==> config.mk <==
export PLATFORM = sky130hd
export DESIGN_NAME = vram_arbiter
export DESIGN_NICKNAME = d
export VERILOG_FILES = /design/src/rtl/vram_arbiter.sv
export SDC_FILE = /design/constraint.sdc
export NUM_CORES = 1
export LEC_CHECK = 0
export CAP_MARGIN = 20
export CORE_UTILIZATION = 44
export DETAILED_ROUTE_END_ITERATION = 12
export PLACE_DENSITY = 0.87
export SYNTH_ARGS = -nofsm -noshare
export SYNTH_HDL_FRONTEND = slang
export SYNTH_SLANG_ARGS = --single-unit
==> constraint.sdc <==
create_clock -name clk -period 6.6 [get_ports clk]
set_input_delay 1.32 -clock clk [delete_from_list [all_inputs] [get_ports clk]]
set_output_delay 1.32 -clock clk [all_outputs]
set_load 0.02 [all_outputs]
==> src/rtl/vram_arbiter.sv <==
// vram_arbiter: shares one 32K x 32 synchronous VRAM between the CPU interface
// bus (absolute priority, fixed 1-cycle read latency) and three round-robin
// fetch clients (layer 0, layer 1, sprites). Every port keeps its last read
// result stable until its next completed read.
module vram_arbiter (
  input  logic        clk,
  input  logic        reset,
  // CPU interface bus
  input  logic [16:0] ib_addr,
  input  logic [7:0]  ib_wrdata,
  input  logic        ib_write,
  input  logic        ib_do_access,
  output logic [7:0]  ib_rddata,
  // layer 0 fetch
  input  logic        l0_req,
  input  logic [14:0] l0_addr,
  output logic        l0_ack,
  output logic [31:0] l0_rddata,
  // layer 1 fetch
  input  logic        l1_req,
  input  logic [14:0] l1_addr,
  output logic        l1_ack,
  output logic [31:0] l1_rddata,
  // sprite fetch
  input  logic        spr_req,
  input  logic [14:0] spr_addr,
  output logic        spr_ack,
  output logic [31:0] spr_rddata,
  // VRAM port
  output logic [14:0] ram_addr,
  output logic [31:0] ram_wrdata,
  output logic [3:0]  ram_wrbytesel,
  output logic        ram_write,
  input  logic [31:0] ram_rddata
);

  typedef enum logic [1:0] {RR_L0 = 2'd0, RR_L1 = 2'd1, RR_SPR = 2'd2} rr_t;
  typedef enum logic [2:0] {
    OWN_NONE = 3'd0, OWN_IB = 3'd1, OWN_L0 = 3'd2, OWN_L1 = 3'd3, OWN_SPR = 3'd4
  } owner_t;

  rr_t        rr;
  owner_t     owner;
  logic [1:0] lane;
  logic [2:0] gnt;
  logic       ib_read;
  logic [7:0] lane_byte;
  logic [7:0]  ib_hold;
  logic [31:0] l0_hold;
  logic [31:0] l1_hold;
  logic [31:0] spr_hold;

  assign ib_read = ib_do_access && !ib_write;

  // Round-robin pick among fetch requests, only when the CPU bus is quiet
  always_comb begin
    gnt = 3'b000;
    if (!ib_do_access) begin
      case (rr)
        RR_L1: begin
          if (l1_req)       gnt = 3'b010;
          else if (spr_req) gnt = 3'b100;
          else if (l0_req)  gnt = 3'b001;
        end
        RR_SPR: begin
          if (spr_req)      gnt = 3'b100;
          else if (l0_req)  gnt = 3'b001;
          else if (l1_req)  gnt = 3'b010;
        end
        default: begin
          if (l0_req)       gnt = 3'b001;
          else if (l1_req)  gnt = 3'b010;
          else if (spr_req) gnt = 3'b100;
        end
      endcase
    end
  end

  assign l0_ack  = gnt[0];
  assign l1_ack  = gnt[1];
  assign spr_ack = gnt[2];

  // Drive the RAM port from the granted requester; idle values otherwise
  always_comb begin
    ram_addr      = '0;
    ram_wrdata    = '0;
    ram_wrbytesel = '0;
    ram_write     = 1'b0;
    if (ib_do_access) begin
      ram_addr = ib_addr[16:2];
      if (ib_write) begin
        ram_wrdata = {4{ib_wrdata}};
        ram_write  = 1'b1;
        case (ib_addr[1:0])
          2'd0:    ram_wrbytesel = 4'b0001;
          2'd1:    ram_wrbytesel = 4'b0010;
          2'd2:    ram_wrbytesel = 4'b0100;
          default: ram_wrbytesel = 4'b1000;
        endcase
      end
    end else if (gnt[0]) begin
      ram_addr = l0_addr;
    end else if (gnt[1]) begin
      ram_addr = l1_addr;
    end else if (gnt[2]) begin
      ram_addr = spr_addr;
    end
  end

  // Round-robin pointer, pending read owner and CPU byte lane
  always_ff @(posedge clk or posedge reset) begin
    if (reset) begin
      rr    <= RR_L0;
      owner <= OWN_NONE;
      lane  <= 2'd0;
    end else begin
      if (gnt[0])      rr <= RR_L1;
      else if (gnt[1]) rr <= RR_SPR;
      else if (gnt[2]) rr <= RR_L0;

      if (ib_read) begin
        owner <= OWN_IB;
        lane  <= ib_addr[1:0];
      end else if (gnt[0]) begin
        owner <= OWN_L0;
      end else if (gnt[1]) begin
        owner <= OWN_L1;
      end else if (gnt[2]) begin
        owner <= OWN_SPR;
      end else begin
        owner <= OWN_NONE;
      end
    end
  end

  // Select the CPU byte out of the returning word
  always_comb begin
    case (lane)
      2'd0:    lane_byte = ram_rddata[7:0];
      2'd1:    lane_byte = ram_rddata[15:8];
      2'd2:    lane_byte = ram_rddata[23:16];
      default: lane_byte = ram_rddata[31:24];
    endcase
  end

  // Capture returning read data into the owner's hold register
  always_ff @(posedge clk or posedge reset) begin
    if (reset) begin
      ib_hold  <= '0;
      l0_hold  <= '0;
      l1_hold  <= '0;
      spr_hold <= '0;
    end else begin
      if (owner == OWN_IB)  ib_hold  <= lane_byte;
      if (owner == OWN_L0)  l0_hold  <= ram_rddata;
      if (owner == OWN_L1)  l1_hold  <= ram_rddata;
      if (owner == OWN_SPR) spr_hold <= ram_rddata;
    end
  end

  assign ib_rddata  = (owner == OWN_IB)  ? lane_byte  : ib_hold;
  assign l0_rddata  = (owner == OWN_L0)  ? ram_rddata : l0_hold;
  assign l1_rddata  = (owner == OWN_L1)  ? ram_rddata : l1_hold;
  assign spr_rddata = (owner == OWN_SPR) ? ram_rddata : spr_hold;

endmodule
==> results of run 1 <==
==> metal layers <==
layer / track usage [%] / share of wire [%] / vias up
li1: - / - / 1908
met1: 27.6 / 37 / 2144
met2: 46.7 / 52 / 216
met3: 7.02 / 8.3 / 34
met5: 0 / 0 / -
met4: 13.3 / 3.5 / 0
==> worst max-delay path by stage <==
stage                 start                    to  slack [ps]  depth (start not counted)
6_report       ib_do_access           ram_addr[1]        1290                          7
5_1_grt        ib_do_access           ram_addr[7]        1160                          7
3_5_place_dp   ib_do_access           ram_addr[1]        1340                          7
2_1_floorplan         reset  ib_hold[0]$_DFF_PP0_        2350                          1
3_3_place_gp   ib_do_access           ram_addr[7]        1420                          7
4_1_cts        ib_do_access           ram_addr[1]        1330                          7
==> power groups by stage <==
stage	registers, W	clock network (W)	logic (W)
after floorplan	0.00108	0	0.00137
after global placement	0.00111	0	0.00237
after detailed placement	0.00114	0	0.00241
after CTS	0.00112	0.000531	0.00243
after global routing	0.00116	0.000560	0.00253
final	0.00112	0.000520	0.00241
==> cell usage after synthesis, types with 2 or more instances <==
| cell type | n | share of area, % |
|---|---|---|
| mux2_2 | 106 | 22 |
| and3_1 | 9 | 1.0 |
| nand2_1 | 3 | 0.21 |
| buf_2 | 14 | 1.3 |
| or2_1 | 2 | 0.23 |
| a31o_2 | 15 | 2.4 |
| nor3b_1 | 4 | 0.56 |
| nand3_1 | 15 | 1.4 |
| nor3_1 | 2 | 0.19 |
| inv_1 | 4 | 0.28 |
| clkbuf_1 | 5 | 0.35 |
| dfrtp_1 | 111 | 52 |
| a221oi_1 | 14 | 2.3 |
| nor3b_2 | 3 | 0.70 |
| a21oi_1 | 15 | 1.4 |
| mux4_2 | 8 | 3.4 |
| buf_4 | 26 | 3.6 |
| ha_1 | 3 | 0.70 |
| buf_6 | 3 | 0.63 |
| nor2b_1 | 18 | 2.1 |
| nand2b_1 | 2 | 0.23 |
==> layout make-up <==
type                    count  area, um2
fillers                   789       3380
inverters                   4       17.5
clock inverters             6       50.0
diodes                      2       5.00
multi-input cells         232       2270
flip-flops and latches    111       2780
repair buffers            274       2750
well taps                 143        179
clock buffers              10        239
==> through the flow <==
step / utilization, % / cells / setup WS (ps)
3_3_place_gp: 68.3 / 763 / 1420
5_1_grt: 71.0 / 782 / 1160
6_report: 71.0 / 782 / 1290
2_1_floorplan: - / 396 / 2350
4_1_cts: 70.7 / 779 / 1330
3_5_place_dp: 68.3 / 763 / 1340
==> logic make-up after synthesis <==
group,count (synthesis)
mux,114
flops,111
simple gates,62
compound gates,53
buf+inv,53
fa+ha+maj,3
==> sequential cells by signal, indices dropped and copies added, names as in the netlist <==
signal    cells
ib_hold       8
l0_hold      32
l1_hold      32
lane          2
owner         3
rr            2
spr_hold     32
==> flow_metrics.tcl, run 1 <==
set metrics [dict create \
    status "complete, but fails checks" \
    violated_checks "DRC" \
    grt_setup_unrepaired "false" \
    setup_viol 0 \
    totalWireLength_mm 16.0 \
    final.setup_skew_ps 7.62 \
    via_per_inst 5.50 \
    crit_buf_inv 3 \
    starting_density_of_the_core_pct 46.0 \
    p_total_w 0.00405 \
    arrival_ps 3990 \
    drc 1 \
    grt_start_max_net_pins 83 \
    layout-drive-gt1-share_pct 25.4 \
    finalHoldWorstSlack_ps 497 \
    worst-path-max-fanout 40 \
    rows 39 \
    synth_top_family_by_area "multiplexers" \
    cap_viol_max_count 0 \
    holdPathStages 1 \
    hold_viol_final 0 \
    dieArea_um2 12600 \
    regToRegStartpoint "rr[0]$_DFFE_PP0P_" \
    ctsRootBufferMaster "clkbuf_16" \
    swShare_pct 38.7 \
    cts.clk_slew.worst_paths_ps 70 \
    place.gp.congestion 0.854 \
    routed_wire_length_per_instance_um 20.4 \
    worst-setup-path-type "in2out" \
    overflow_after_grt 0 \
    placed_area_um2 7960 \
    grt_pass1_vias 4653 \
    power.density_cell_area_nw_per_um2 489 \
    area_delta_synth_final_pct 54.4 \
    gates_resized_cts_repair 0 \
    regToRegSetupSlack_ps 4290 \
    drt_first_pass_iters 8 \
    transition_time_of_the_tightest_slew_check_pin_ps 901 \
    finalInstanceArea_um2 8280 \
    ys_ff_latch 111 \
    synth_edf_count 0 \
    setup.worst_path.start_class "input port" \
    post_cts.repair.setup_buffers 0 \
    yosys.area_share.adder_pct 0.700 \
    tritoncts "built" \
    numClockSinks 111 \
    core-area_um2 11700 \
    end_kind "output port" \
    drt_iter0_drc 212 \
    worstPathRequired_ps 5280 \
    synthMuxAreaShare_pct 25.6 \
    netlist_instances 396 \
    synthSimpleGateAreaFrac_pct 7.32 \
    final_period_minus_worst_setup_slack_ps 5310 \
    net-switching-power_w 0.00157 \
    power_report.internal_total_w 0.00248 \
    total_routing_usage_reported_by_global_routing_pct 25.8 \
    min_from "l0_hold[4]$_DFF_PP0_" \
    cellLeakagePower_nw 3.33 \
    fmax_ghz 0.188 \
    synthesis.yosys.warnings 0 \
    critPathMostFrequentCell "clkdlybuf4s50_1" \
    place.detailed.hpwl_mm 12.3 \
    synth_compound_gate_area_share_pct 8.30 \
    comb_power_share_pct 59.6 \
    total_via_count_in_the_routed_design 4302 \
    setup_tns_final_ps 0 \
    cts_bufs_inserted 9 \
    cts_hold_repair.buffers 0 \
    max-clock-path-buffers 2 \
    clock_power_share_pct 12.8 \
    synth_fp_nets 508 \
    clock_insertion_delay_worst_skew_ps 350 \
    most_frequent_cells_in_the_layout "267 x clkdlybuf4s50_1, 111 x dfrtp_1, 106 x mux2_2" \
    pins_over_slew_limit 0 \
    critical-path-slowest-cell "clkdlybuf4s50_1" \
    floorplan.io_pins 268 \
    grt_first_pass_wirelength_mm 25.0 \
    timing.reg2reg.worst_path_depth 6 \
    timing.critical_path.cells "clkdlybuf4s50_1, buf_4, nor3b_1, o21a_1, a221oi_1, a21oi_1, clkdlybuf4s50_1" \
    ys_dominant_reg_cell "dfrtp_1" \
    number_of_antenna_violations_at_the_first_check_in_global_routing 2 \
    period_share_pct 80.5 \
    layout_commonest_cell "clkdlybuf4s50_1" \
    syn_area_um2 5360 \
    route.antenna.remaining_nets 0 \
    regToRegEndpoint "rr[0]$_DFFE_PP0P_" \
    min_delay_worst_endpoint "l0_hold[4]$_DFF_PP0_" \
    ys_seq_area_share_pct 51.8 \
    place.port_buffers 267 \
    timing.max_slew.rel_slack_pct 39.9 \
    synth_cell_type_count 35 \
    critPathMaxStageDelay_ps 640 \
    postSynthAreaPerCell_um2 13.5 \
    fp.dieH_um 112 \
    peakVddDrop_mv 0.191 \
    final_nets 744 \
    synth-xor-area-share_pct 0 \
    asyncSetResetFlopFracSynth_pct 100 \
    worst_path_dominant_cell_family "buffers and inverters" \
    hold_path_class "reg2reg" \
    power.sequential.fraction_pct 27.6 \
    cts_max_level 3 \
    floorplan.die.width_um 112 \
]
Note: power is estimated with default switching activity, not from simulation.
==> inputs of run 2 (changes only) <==
Settings changed: CORE_UTILIZATION 44 to 41, PLACE_DENSITY 0.87 to 0.82.
Clock period 6.6 ns to 5.56 ns, I/O delays scaled along.
==> flow_metrics.tcl, run 2 (synthesized netlist as in run 1, its figures left out) <==
set metrics [dict create \
    status "finished clean" \
    drt_first_pass_iters 5 \
    clock_insertion_delay_worst_skew_ps 350 \
    gates_resized_cts_repair 0 \
    hold_path_class "reg2reg" \
    numClockSinks 111 \
    cellLeakagePower_nw 3.31 \
    final_period_minus_worst_setup_slack_ps 4740 \
    met3_usage_pct 5.81 \
    worstPathRequired_ps 4450 \
    cts.clk_slew.worst_paths_ps 70 \
    via_per_inst 5.25 \
    arrival_ps 3630 \
    grt_pass1_vias 4465 \
    worst_path_dominant_cell_family "buffers and inverters" \
    setup.worst_path.start_class "input port" \
    total_via_count_in_the_routed_design 4237 \
    place.port_buffers 267 \
    fmax_ghz 0.211 \
    drc 0 \
    hold_viol_final 0 \
    globalRouteMet1Util_pct 26.4 \
    overflow_after_grt 0 \
    setup_viol 0 \
    drt_iter0_drc 208 \
    cts_hold_repair.buffers 0 \
    totalWireLength_mm 16.3 \
    worst-setup-path-type "in2out" \
    critPathMostFrequentCell "clkdlybuf4s50_1" \
    routed_wire_length_per_instance_um 20.2 \
    floorplan.io_pins 268 \
    dieArea_um2 13500 \
    max-clock-path-buffers 2 \
    groute.layer.met2.usage_pct 43.5 \
    critical-path-slowest-cell "clkdlybuf4s50_1" \
    worst-path-max-fanout 18 \
    fp.dieH_um 116 \
    peakVddDrop_mv 0.222 \
    cts_max_level 3 \
    largestRegisters "l0_hold x32, l1_hold x32, spr_hold x32" \
    placed_cells 792 \
    layout_commonest_cell "clkdlybuf4s50_1" \
    layout-drive-gt1-share_pct 25.0 \
    setup_tns_final_ps 0 \
    place.gp.congestion 0.937 \
    starting_density_of_the_core_pct 42.3 \
    total_routing_usage_reported_by_global_routing_pct 23.8 \
    grt_start_max_net_pins 73 \
    final.setup_skew_ps 10.8 \
    cts_bufs_inserted 9 \
    end_kind "output port" \
    core-area_um2 12700 \
    globalRoute.busiestLayer "met2" \
    pins_over_slew_limit 0 \
    timing.max_slew.rel_slack_pct 29.5 \
    number_of_antenna_violations_at_the_first_check_in_global_routing 0 \
    tritoncts "built" \
    place.detailed.hpwl_mm 12.1 \
    transition_time_of_the_tightest_slew_check_pin_ps 1050 \
    final_nets 743 \
    power.density_cell_area_nw_per_um2 580 \
    floorplan.die.width_um 116 \
    period_share_pct 85.3 \
    ctsRootBufferMaster "clkbuf_16" \
    rows 41 \
    n_fill_cell 965 \
    grt_setup_unrepaired "false" \
    layout.cells.non_filler 807 \
    crit_buf_inv 2 \
    timing.critical_path.cells "clkdlybuf4s50_1, nor3b_1, o21a_1, a221oi_1, a21oi_1, clkdlybuf4s50_1" \
    grt_first_pass_wirelength_mm 23.9 \
    number_of_diodes_added_for_antenna_fixing 0 \
    route.antenna.remaining_nets 0 \
    p_total_w 0.00480 \
    area_delta_synth_final_pct 54.4 \
    finalHoldWorstSlack_ps 495 \
    cap_viol_max_count 0 \
    post_cts.repair.setup_buffers 0 \
    critPathMaxStageDelay_ps 620 \
    most_frequent_cells_in_the_layout "267 x clkdlybuf4s50_1, 111 x dfrtp_1, 106 x mux2_2" \
]
run 2: changes by cell type in the layout (fill, tap and decap cells not counted):
cell / before / now
clkbuf_8: 1 / 2
buf_16: 1 / 0
inv_6: 2 / 0
clkinv_2: 1 / 0
diode_2: 2 / 0
clkbuf_1: 0 / 1
run 2: cell type report:
type / instances / area [um2] / area share, %
multi-input cells: 232 / 2270 / 27.4
flip-flops and latches: 111 / 2780 / 33.5
inverters: 4 / 17.5 / 0.212
clock buffers: 12 / 256 / 3.10
well taps: 172 / 215 / 2.60
repair buffers: 273 / 2720 / 32.8
clock inverters: 3 / 27.5 / 0.332
run 2: path summary, 6_finish.rpt:
path                                              end  cells past startpoint  slack (ps)                  from
worst min-delay path             ib_hold[2]$_DFF_PP0_                      1         500  ib_hold[2]$_DFF_PP0_
worst max register to register      rr[0]$_DFFE_PP0P_                      6        3270     rr[0]$_DFFE_PP0P_
max in group asynchronous        l1_hold[3]$_DFF_PP0_                      3        3170                 reset
worst min register to register   ib_hold[2]$_DFF_PP0_                      1         500  ib_hold[2]$_DFF_PP0_
min in group asynchronous       spr_hold[4]$_DFF_PP0_                      2        1320                 reset
worst max-delay path                     ram_addr[12]                      6         820          ib_do_access
run 2: power by group:
part / internal (W) / switching, W
clock network: 0.000330 / 0.000283
registers: 0.00120 / 0.000121
logic: 0.00142 / 0.00144
total: 0.00295 / 0.00185
run 2: per-stage QoR:
step                      setup slack (ps)  instance area, um2  utilization (%)
after floorplan                       1520                5360                -
after global placement                 895                8000             63.1
after detailed placement               807                8000             63.1
after CTS                              817                8280             65.4
after global routing                   615                8280             65.4
final                                  816                8280             65.4
run 2: layer usage:
layer	wire length, um	part of all wire (%)
met1	6180	38
met4	469	2.9
met3	1170	7.2
met5	0	0
met2	8480	52
